## config.mk

```make
export PLATFORM = sky130hd
export DESIGN_NAME = lsu_pic_responder
export DESIGN_NICKNAME = d
export VERILOG_FILES = /design/src/rtl/lsu_pic_responder.sv
export SDC_FILE = /design/constraint.sdc
export NUM_CORES = 1
export LEC_CHECK = 0
export CAP_MARGIN = 20
export CORE_MARGIN = 5
export CORE_UTILIZATION = 60
export CTS_CLUSTER_DIAMETER = 80
export DETAILED_ROUTE_END_ITERATION = 8
export PLACE_DENSITY_LB_ADDON = 0.25
export SETUP_SLACK_MARGIN = 0.15
export SLEW_MARGIN = 20
export SYNTH_ARGS = -nofsm -noshare
export SYNTH_HDL_FRONTEND = slang
export SYNTH_SLANG_ARGS = --single-unit
```

## constraint.sdc

```tcl
create_clock -name clk -period 59.8 [get_ports clk]
set_input_delay 11.96 -clock clk [delete_from_list [all_inputs] [get_ports clk]]
set_output_delay 11.96 -clock clk [all_outputs]
set_load 0.01 [all_outputs]
```

## src/rtl/lsu_pic_responder.sv

```systemverilog
// PIC register responder on the LSU picm_* port: register file, interrupt gateways and arbitration.
// Build option: define RV_PIC_GW_SYNC_EN for a 2-flop input synchronizer; RV_ASSERT_ON enables the port-usage assertion.
module lsu_pic_responder #(
    parameter int TOTAL_INT = 32,
    parameter int PIC_BITS  = 15,
    parameter int PRI_W     = 4
) (
    input  logic                 clk,
    input  logic                 rst_l,
    input  logic                 picm_rden,
    input  logic                 picm_mken,
    input  logic                 picm_wren,
    input  logic [31:0]          picm_addr,
    input  logic [31:0]          picm_wr_data,
    output logic [31:0]          picm_rd_data,
    input  logic [TOTAL_INT-1:0] extintsrc_req,
    input  logic [PRI_W-1:0]     meipt,
    output logic [7:0]           claimid,
    output logic [PRI_W-1:0]     pl,
    output logic                 mexintpend
);

    localparam int SW = (TOTAL_INT > 1) ? $clog2(TOTAL_INT) : 1;
    localparam int RW = PIC_BITS - 12;

    localparam logic [RW-1:0] REG_MEIPL  = RW'(0);
    localparam logic [RW-1:0] REG_MEIP   = RW'(1);
    localparam logic [RW-1:0] REG_MEIE   = RW'(2);
    localparam logic [RW-1:0] REG_CFG    = RW'(3);
    localparam logic [RW-1:0] REG_GWCTRL = RW'(4);
    localparam logic [RW-1:0] REG_GWCLR  = RW'(5);

    localparam logic [TOTAL_INT-1:0] SRC_MASK = {{(TOTAL_INT-1){1'b1}}, 1'b0};

    logic [PRI_W-1:0]     r_meipl [TOTAL_INT];
    logic [TOTAL_INT-1:0] r_meie;
    logic [TOTAL_INT-1:0] r_gw_pol;
    logic [TOTAL_INT-1:0] r_gw_type;
    logic                 r_mpiccfg;
    logic [TOTAL_INT-1:0] r_sync;
    logic [TOTAL_INT-1:0] r_prev;
    logic [TOTAL_INT-1:0] r_pend;
    logic [31:0]          r_rd_data;
    logic [7:0]           r_claimid;
    logic [PRI_W-1:0]     r_pl;
    logic                 r_mexintpend;

    logic [RW-1:0]        w_region;
    logic [9:0]           w_idx;
    logic [SW-1:0]        w_sid;
    logic                 w_src_ok;
    logic                 w_glob_ok;
    logic                 w_is_meipl, w_is_meip, w_is_meie, w_is_cfg, w_is_gwctrl, w_is_gwclr;
    logic                 w_wr_conflict;
    logic                 w_wr_ok;
    logic [31:0]          w_rd_val;
    logic [31:0]          w_mask_val;
    logic [TOTAL_INT-1:0] w_clr;
    logic [TOTAL_INT-1:0] w_s;
    logic [TOTAL_INT-1:0] w_pend_nxt;
    logic [PRI_W-1:0]     w_eff [TOTAL_INT];
    logic [PRI_W-1:0]     w_thr;
    logic [7:0]           w_best_id;
    logic [PRI_W-1:0]     w_best_eff;
    logic [PRI_W-1:0]     w_best_pl;
    logic                 w_unused;

    // Only the offset within the PIC window is decoded; base and byte-lane bits are don't-care.
    assign w_region  = picm_addr[PIC_BITS-1:12];
    assign w_idx     = picm_addr[11:2];
    assign w_sid     = w_idx[SW-1:0];
    assign w_src_ok  = (w_idx != '0) && (32'(w_idx) < 32'(TOTAL_INT));
    assign w_glob_ok = (w_idx == '0);
    assign w_unused  = ^{picm_addr[31:PIC_BITS], picm_addr[1:0], picm_wr_data[31:PRI_W]};

    assign w_is_meipl  = (w_region == REG_MEIPL)  && w_src_ok;
    assign w_is_meip   = (w_region == REG_MEIP)   && w_glob_ok;
    assign w_is_meie   = (w_region == REG_MEIE)   && w_src_ok;
    assign w_is_cfg    = (w_region == REG_CFG)    && w_glob_ok;
    assign w_is_gwctrl = (w_region == REG_GWCTRL) && w_src_ok;
    assign w_is_gwclr  = (w_region == REG_GWCLR)  && w_src_ok;

    // A write sharing a cycle with a read/mask is dropped so the DC1 response is never disturbed.
    assign w_wr_conflict = picm_wren && (picm_rden || picm_mken);
    assign w_wr_ok       = picm_wren && !w_wr_conflict;

    // NOTE: combinational blocks assign every output a default first, so no path can infer a latch.
    always_comb begin
        w_rd_val   = '0;
        w_mask_val = '0;
        if (w_is_meipl) begin
            w_rd_val   = 32'(r_meipl[w_sid]);
            w_mask_val = 32'({PRI_W{1'b1}});
        end
        if (w_is_meip) begin
            w_rd_val = 32'(r_pend);
        end
        if (w_is_meie) begin
            w_rd_val   = 32'(r_meie[w_sid]);
            w_mask_val = 32'h1;
        end
        if (w_is_cfg) begin
            w_rd_val   = 32'(r_mpiccfg);
            w_mask_val = 32'h1;
        end
        if (w_is_gwctrl) begin
            w_rd_val   = {30'b0, r_gw_type[w_sid], r_gw_pol[w_sid]};
            w_mask_val = 32'h3;
        end
    end

    // NOTE: sequential state uses non-blocking assignments only; the per-source register file is
    // reset entry by entry because arbitration reads every entry each cycle.
    always_ff @(posedge clk or negedge rst_l) begin
        if (!rst_l) begin
            for (int i = 0; i < TOTAL_INT; i++) begin
                r_meipl[i] <= '0;
            end
            r_meie    <= '0;
            r_gw_pol  <= '0;
            r_gw_type <= '0;
            r_mpiccfg <= 1'b0;
            r_rd_data <= '0;
        end else begin
            if (w_wr_ok && w_is_meipl)  r_meipl[w_sid]   <= picm_wr_data[PRI_W-1:0];
            if (w_wr_ok && w_is_meie)   r_meie[w_sid]    <= picm_wr_data[0];
            if (w_wr_ok && w_is_cfg)    r_mpiccfg        <= picm_wr_data[0];
            if (w_wr_ok && w_is_gwctrl) begin
                r_gw_pol[w_sid]  <= picm_wr_data[0];
                r_gw_type[w_sid] <= picm_wr_data[1];
            end
            if (picm_rden)      r_rd_data <= w_rd_val;
            else if (picm_mken) r_rd_data <= w_mask_val;
        end
    end

    always_comb begin
        w_clr = '0;
        if (w_wr_ok && w_is_gwclr) w_clr[w_sid] = 1'b1;
    end

    // Edge gateways latch a rising (polarity-corrected) input until cleared; a new edge beats a clear.
    assign w_s        = r_sync ^ r_gw_pol;
    assign w_pend_nxt = SRC_MASK & ((r_gw_type & ((w_s & ~r_prev) | (r_pend & ~w_clr)))
                                    | (~r_gw_type & w_s));

`ifdef RV_PIC_GW_SYNC_EN
    logic [TOTAL_INT-1:0] r_sync_meta;

    always_ff @(posedge clk or negedge rst_l) begin
        if (!rst_l) begin
            r_sync_meta <= '0;
            r_sync      <= '0;
        end else begin
            r_sync_meta <= extintsrc_req;
            r_sync      <= r_sync_meta;
        end
    end
`else
    always_ff @(posedge clk or negedge rst_l) begin
        if (!rst_l) r_sync <= '0;
        else        r_sync <= extintsrc_req;
    end
`endif

    always_ff @(posedge clk or negedge rst_l) begin
        if (!rst_l) begin
            r_prev <= '0;
            r_pend <= '0;
        end else begin
            r_prev <= w_s;
            r_pend <= w_pend_nxt;
        end
    end

    always_comb begin
        for (int i = 0; i < TOTAL_INT; i++) begin
            w_eff[i] = r_mpiccfg ? ~r_meipl[i] : r_meipl[i];
        end
    end

    // Strict compare while scanning upward keeps the lowest ID on equal priority.
    always_comb begin
        w_best_id  = '0;
        w_best_eff = '0;
        w_best_pl  = '0;
        for (int i = 1; i < TOTAL_INT; i++) begin
            if (r_pend[i] && r_meie[i] && (w_eff[i] > w_best_eff)) begin
                w_best_id  = 8'(i);
                w_best_eff = w_eff[i];
                w_best_pl  = r_meipl[i];
            end
        end
    end

    assign w_thr = r_mpiccfg ? ~meipt : meipt;

    always_ff @(posedge clk or negedge rst_l) begin
        if (!rst_l) begin
            r_claimid    <= '0;
            r_pl         <= '0;
            r_mexintpend <= 1'b0;
        end else begin
            r_claimid    <= w_best_id;
            r_pl         <= w_best_pl;
            r_mexintpend <= (w_best_eff > w_thr);
        end
    end

    assign picm_rd_data = r_rd_data;
    assign claimid      = r_claimid;
    assign pl           = r_pl;
    assign mexintpend   = r_mexintpend;

`ifdef RV_ASSERT_ON
    a_no_wr_with_rd: assert property (@(posedge clk) disable iff (!rst_l) !w_wr_conflict);
`endif

endmodule

```

==> results.ini, run 1 <==
[yosys]
synth_top_area_cell = dfrtp_1
ys_top_cells_by_area = dfrtp_1 (34%), mux2_2 (10%), nand2_1 (5.4%)
synth_edf_count = 0
synth_top_area_share_pct = 34.0
ys_seq_area_share_pct = 34.0
synth_seq_cells = 360
ys.flop_type = dfrtp_1
syn_area_mm2 = 0.0265
syn_inst = 2783
ys_warn_count = 0
synth_cell_types = 122
syn_avg_cell_area_um2 = 9.51
synth-async-reset-ratio_pct = 100

[power]
leakage_nw = 13.3
power_density_mw_per_mm2 = 18.4
max-vdd-ir-drop_mv = 0.0168

[setup_path]
cp_slowest_cell = dfrtp_4
cp_common_cell = ha_1
start_kind = flop
required_ns = 60.25
cp.arrival_ns = 55.94
critical_path_class = reg -> reg
critPathMaxFanout = 68
critPathMaxStageDelay_ns = 0.69
end_kind = flop

[layout]
num-nets-final = 2923
num-fill-cells = 3391
layout-drive-gt1-share_pct = 18.2
syn_to_final_growth_pct = 9.95
seq_area_mm2 = 0.00901
multiInputGateArea_mm2 = 0.0166
finalInstanceArea_mm2 = 0.0291

[global_routing]
grt_util_all_layers_pct = 32.0
grt_max_degree = 172
antenna_found_initial = 3
overflow = 0
grt_pass1_wl_um = 124000
grt_pass1_vias = 22100

[route]
ant_nets = 0
first_pass_iters = 6
wl_per_cell_um = 23.4
drt_wl_total_um = 79000
drtIter0Drc = 2587
vias_per_cell = 6.73
via_count = 22700
drcViolationCount = 0

[timing]
finalHoldViolCount = 0
fmax_mhz = 18.0
worstMarginPinSlew_ns = 1.14
report.final.setup_viol = 0
fin_skew_ns = 0.0275
slew_headroom_pct = 23.9
rsz0062_at_grt = no
finalSetupTns_ns = 0
min_period_ns = 55.49
drv_slew = 0
timing.final.crit_share_pct = 92.8

[cts]
clk_latency_ns = 0.58
cts_buffers = 42
cts-hold-fix-buffers = 0
cts_tree = yes
clockRootBuffer = clkbuf_16
h-tree-depth = 2
clk_pin_slew_ns = 0.06
cts.sinks = 360
clockBufferDepth = 3

[placement]
postPlaceCellArea_mm2 = 0.0275
gp_congestion = 0.932
io_buffers = 98
dp_hpwl_um = 55400

[run_status]
status = complete, no violations

[die]
fp-row-count = 77
fp.dieH_um = 220
core_mm2 = 0.0439
initial_utilization_pct = 60.3
fp.dieW_um = 220
ios = 150
die_area_mm2 = 0.0484

[run]
cap_violations = 0

[worst_hold_path]
hold_class = reg -> reg

-- synthesized netlist by cell type, types with 26 or more instances --
| library cell | count |
|---|---|
| nand2_1 | 378 |
| dfrtp_1 | 360 |
| mux2_2 | 238 |
| nor2_1 | 198 |
| clkbuf_1 | 137 |
| a21oi_1 | 105 |
| xor2_1 | 105 |
| o21ai_0 | 98 |
| xnor2_1 | 73 |
| mux2i_1 | 72 |
| ha_1 | 69 |
| nand3_1 | 66 |
| mux4_2 | 57 |
| inv_1 | 54 |
| and2_1 | 39 |
| buf_1 | 38 |
| a22o_1 | 35 |
| a32o_1 | 33 |
| o211ai_1 | 31 |
| a31oi_1 | 28 |
| nor3_1 | 27 |
| o22ai_1 | 27 |
| a211oi_1 | 26 |
-- cells in the final DEF (no fill, tap or decap), types with 39 or more instances in the layout --
cell type	instances
nand2_1	378
dfrtp_1	359
mux2_2	238
nor2_1	194
xor2_1	105
a21oi_1	105
o21ai_0	98
clkdlybuf4s50_1	92
xnor2_1	73
mux2i_1	72
ha_1	69
nand3_1	66
mux4_2	57
inv_1	54
clkbuf_16	43
and2_1	39
-- logic make-up after synthesis --
| group | count (synthesis) | share of synthesized area (%) |
|---|---|---|
| xor+xnor | 180 | 6.01 |
| fa+ha+maj | 71 | 3.34 |
| buf+inv | 255 | 3.88 |
| other cells | 1 | 0.0142 |
| simple gates | 875 | 15.1 |
| flops | 360 | 34.0 |
| mux | 378 | 18.3 |
| compound gates | 663 | 19.3 |
-- worst max-delay path: cells and delay by family, from the launching register on --
family          cells  cell delay, ns
xor+xnor            1            0.27
flops               1            0.69
simple gates       65           13.03
compound gates    107           26.69
fa+ha+maj          31           10.60
buf+inv             4            0.62
mux                12            3.25
-- what timing repair did --
action	4_1_cts	5_1_grt
setup buffers	0	1
resized for setup	0	21
endpoints found under the setup margin	0	10
-- flip-flops by register name (all words and copies together) (netlist names) --
signal,flops
picm_rd_data,32
r_gw_type,32
claimid,5
mexintpend,1
r_prev,31
r_meie,32
r_meipl,128
r_pend,31
r_gw_pol,32
r_mpiccfg,1
r_sync,31
pl,4
-- per-stage QoR --
stage               total power [mW]  worst slack (ns)  std cells  utilization [%]  hold WS (ns)
floorplan                      0.264              8.05       2785                -         0.425
global placement               0.279              2.95       3294             62.7         0.361
detailed placement             0.279              1.89       3294             62.7         0.363
CTS                            0.538              1.60       3370             65.9         0.377
global route                   0.551             0.252       3376             66.3         0.392
finish                         0.537              4.31       3376             66.3         0.377
-- report_power, final --
| part | internal [mW] | switching [mW] | total (mW) | leakage (nW) |
|---|---|---|---|---|
| clock | 0.152 | 0.109 | 0.261 | 0.670 |
| combinational | 0.00834 | 0.0166 | 0.0250 | 7.85 |
| sequential | 0.247 | 0.00343 | 0.251 | 4.81 |
-- final timing paths --
kind / startpoint / slack (ns) / depth (start not counted) / to
setup reg to reg: r_mpiccfg$_DFFE_PN0P_ / 4.31 / 220 / mexintpend$_DFF_PN0_
setup / recovery: r_mpiccfg$_DFFE_PN0P_ / 4.31 / 220 / mexintpend$_DFF_PN0_
min in group asynchronous: rst_l / 11.46 / 1 / r_pend[4]$_DFF_PN0_
hold reg to reg: r_gw_pol[0]$_DFFE_PN0P_ / 0.38 / 0 / r_gw_pol[0]$_DFFE_PN0P_
max in group asynchronous: rst_l / 46.83 / 2 / r_sync[22]$_DFF_PN0_
hold / removal: r_gw_pol[0]$_DFFE_PN0P_ / 0.38 / 0 / r_gw_pol[0]$_DFFE_PN0P_
-- routing by layer --
layer	global-route usage (%)	part of all wire, %	vias to the layer above
met1	43.8	41	11300
met4	13.5	4.4	0
met2	50.9	47	1022
met5	0	0	-
li1	-	-	10200
met3	5.34	7.7	211
-- layout make-up --
type                    instances  area share, %
inverters                      57          0.735
clock buffers                  59           4.18
repair buffers                117           3.97
multi-input cells            2171           56.9
clock inverters                17          0.653
flip-flops and latches        360           31.0
diodes                          3         0.0258
well taps                     592           2.54
No activity file was read; power rests on OpenSTA's default activity.
==> run 2: changes to the inputs <==
CTS_CLUSTER_SIZE = 12   (was default)
==> run 2 against run 1 <==
Clock power decreased by 13%. Critical path type unchanged. Sequential power about the same. Flip-flop and latch count unchanged. Sequential share of layout area increased by 0.31 points.
==> results.ini, run 2 (synthesis gave the netlist of run 1 again) <==
[die]
fp.dieW_um = 220  ; unchanged
fp.dieH_um = 220  ; unchanged
ios = 150  ; unchanged
core_mm2 = 0.0439  ; unchanged
initial_utilization_pct = 60.3  ; unchanged
die_area_mm2 = 0.0484  ; unchanged
fp-row-count = 77  ; unchanged

[cts]
cts.sinks = 360  ; unchanged
clk_pin_slew_ns = 0.06  ; about the same
clockRootBuffer = clkbuf_16
h-tree-depth = 2  ; unchanged
clk_latency_ns = 0.57  ; about the same
cts_buffers = 39  ; -7.1%
cts_tree = yes
clockBufferDepth = 3  ; unchanged
cts-hold-fix-buffers = 0  ; unchanged

[timing]
timing.final.crit_share_pct = 92.4  ; -0.44 points
rsz0062_at_grt = no
fin_skew_ns = 0.0282  ; +0.000657 ns
slew_headroom_pct = 25.9  ; +2.0 points
worstMarginPinSlew_ns = 1.11  ; -0.0294 ns
finalHoldViolCount = 0  ; unchanged
min_period_ns = 55.23  ; -0.262 ns
setup_ws_ns = 4.57  ; +0.262 ns
finalSetupTns_ns = 0  ; unchanged
drv_slew = 0  ; unchanged
report.final.setup_viol = 0  ; unchanged
fmax_mhz = 18.1  ; +0.47%

[run]
cap_violations = 0  ; unchanged

[layout]
num-fill-cells = 3475  ; +2.5%
num-nets-final = 2920  ; -0.10%
mostFrequentLayoutCells = nand2_1 (378), dfrtp_1 (359), mux2_2 (238)
largest_register = r_meipl
syn_to_final_growth_pct = 8.86
layout-drive-gt1-share_pct = 17.7  ; -0.49 points
largest_reg_flops = 128  ; unchanged
utilization_pct = 65.6  ; -0.66 points
layout_commonest_cell = nand2_1
stdcell_count = 3351  ; -0.74%

[worst_hold_path]
hold_class = reg -> reg
worstHoldStart = r_gw_type[0]$_DFFE_PN0P_
hold_end = r_gw_type[0]$_DFFE_PN0P_
hold_depth = 0  ; unchanged

[global_routing]
antenna_found_initial = 3  ; unchanged
overflow = 0  ; unchanged
grt_util_all_layers_pct = 31.8  ; -0.27 points
grt_pass1_wl_um = 123000  ; -0.95%
grt_pass1_vias = 22000  ; -0.72%
grt_max_degree = 172  ; unchanged

[route]
via_count = 22700  ; -0.092%
first_pass_iters = 6  ; unchanged
drcViolationCount = 0  ; unchanged
drtIter0Drc = 2580  ; -0.27%
highest_layer = met4
drt-met1-wl_um = 32600  ; -0.10%
drt_wl_total_um = 78600  ; -0.56%
wl_met2_um = 36800  ; about the same
vias_per_cell = 6.77  ; +0.65%
met3_length_um = 6100  ; -0.13%
wl_per_cell_um = 23.5  ; +0.18%
ant_nets = 0  ; unchanged

[setup_path]
rr_worst_depth = 219  ; -0.45%
cp_slowest_cell = dfrtp_4
cp_common_cell = ha_1
r2r_start = r_mpiccfg$_DFFE_PN0P_
required_ns = 60.22  ; -0.03 ns
reg2reg_slack_ns = 4.57  ; +0.26 ns
cp.arrival_ns = 55.65  ; -0.29 ns
critPathMaxStageDelay_ns = 0.69  ; about the same
critPathMaxFanout = 68  ; unchanged
critical_path_class = reg -> reg
end_kind = flop
critPathLaunch = r_mpiccfg$_DFFE_PN0P_
start_kind = flop
r2r-end = mexintpend$_DFF_PN0_

[power]
leakage_nw = 13.2  ; -0.95%
max-vdd-ir-drop_mv = 0.0166  ; -0.70%
power_density_mw_per_mm2 = 17.4  ; -5.5%

[placement]
dp_hpwl_um = 55400  ; unchanged
pre_cts_ws_ns = 1.89  ; unchanged
dp.cells = 3294  ; unchanged
gp_congestion = 0.932  ; unchanged
io_buffers = 98  ; unchanged

[run_status]
status = complete, no violations

run 2: power by group:
group | switching [mW] | total [mW] | leakage (nW) | internal, mW
Combinational | 0.0166 | 0.0250 | 7.85 | 0.00839
Sequential | 0.00338 | 0.250 | 4.81 | 0.247
Clock | 0.103 | 0.227 | 0.541 | 0.124
Total | 0.123 | 0.502 | 13.2 | 0.379
run 2: per-stage QoR:
step	hold slack, ns	instance area [um2]	total power [mW]
after floorplan	0.425	26500	0.264
after global placement	0.361	27500	0.279
after detailed placement	0.363	27500	0.279
after CTS	0.378	28600	0.503
after global routing	0.393	28800	0.516
final	0.384	28800	0.502
run 2: worst max path at each step:
stage | slack [ns] | end | cells past startpoint
2_1_floorplan | 8.05 | mexintpend$_DFF_PN0_ | 261
3_3_place_gp | 2.95 | mexintpend$_DFF_PN0_ | 216
3_5_place_dp | 1.89 | mexintpend$_DFF_PN0_ | 217
4_1_cts | 1.73 | mexintpend$_DFF_PN0_ | 217
5_1_grt | 0.34 | mexintpend$_DFF_PN0_ | 221
6_report | 4.57 | mexintpend$_DFF_PN0_ | 219
run 2: final cells by class:
| type | count | area (um2) | area share (%) |
|---|---|---|---|
| Multi-Input combinational cell | 2171 | 16600 | 57.5 |
| Sequential cell | 360 | 9010 | 31.3 |
| Timing Repair Buffer | 117 | 1160 | 4.04 |
| Clock buffer | 41 | 993 | 3.45 |
| Tap cell | 592 | 741 | 2.57 |
| Inverter | 57 | 214 | 0.742 |
| Clock inverter | 10 | 116 | 0.404 |
| Antenna cell | 3 | 7.51 | 0.0261 |
run 2: repair_timing:
item	in CTS	in global routing
resized for setup	0	21
hold endpoints to repair	0	0
endpoints found under the setup margin	0	10
buffers inserted	0	1
run 2: critical path: cells and delay by family, from the launching register on:
kind / cells / cell delay, ns
AO/OA/AOI/OAI: 106 / 26.60
AND/OR/NAND/NOR: 65 / 12.99
adder cells (fa/ha/maj): 31 / 10.46
multiplexers: 12 / 3.22
flip-flops: 1 / 0.69
buffers and inverters: 4 / 0.62
XOR/XNOR: 1 / 0.27
run 2: metal layers:
metal / up-vias / track usage (%)
met4: 0 / 11.9
met3: 208 / 6.11
met5: - / 0
met2: 1042 / 50.8
met1: 11300 / 43.3
li1: 10200 / -
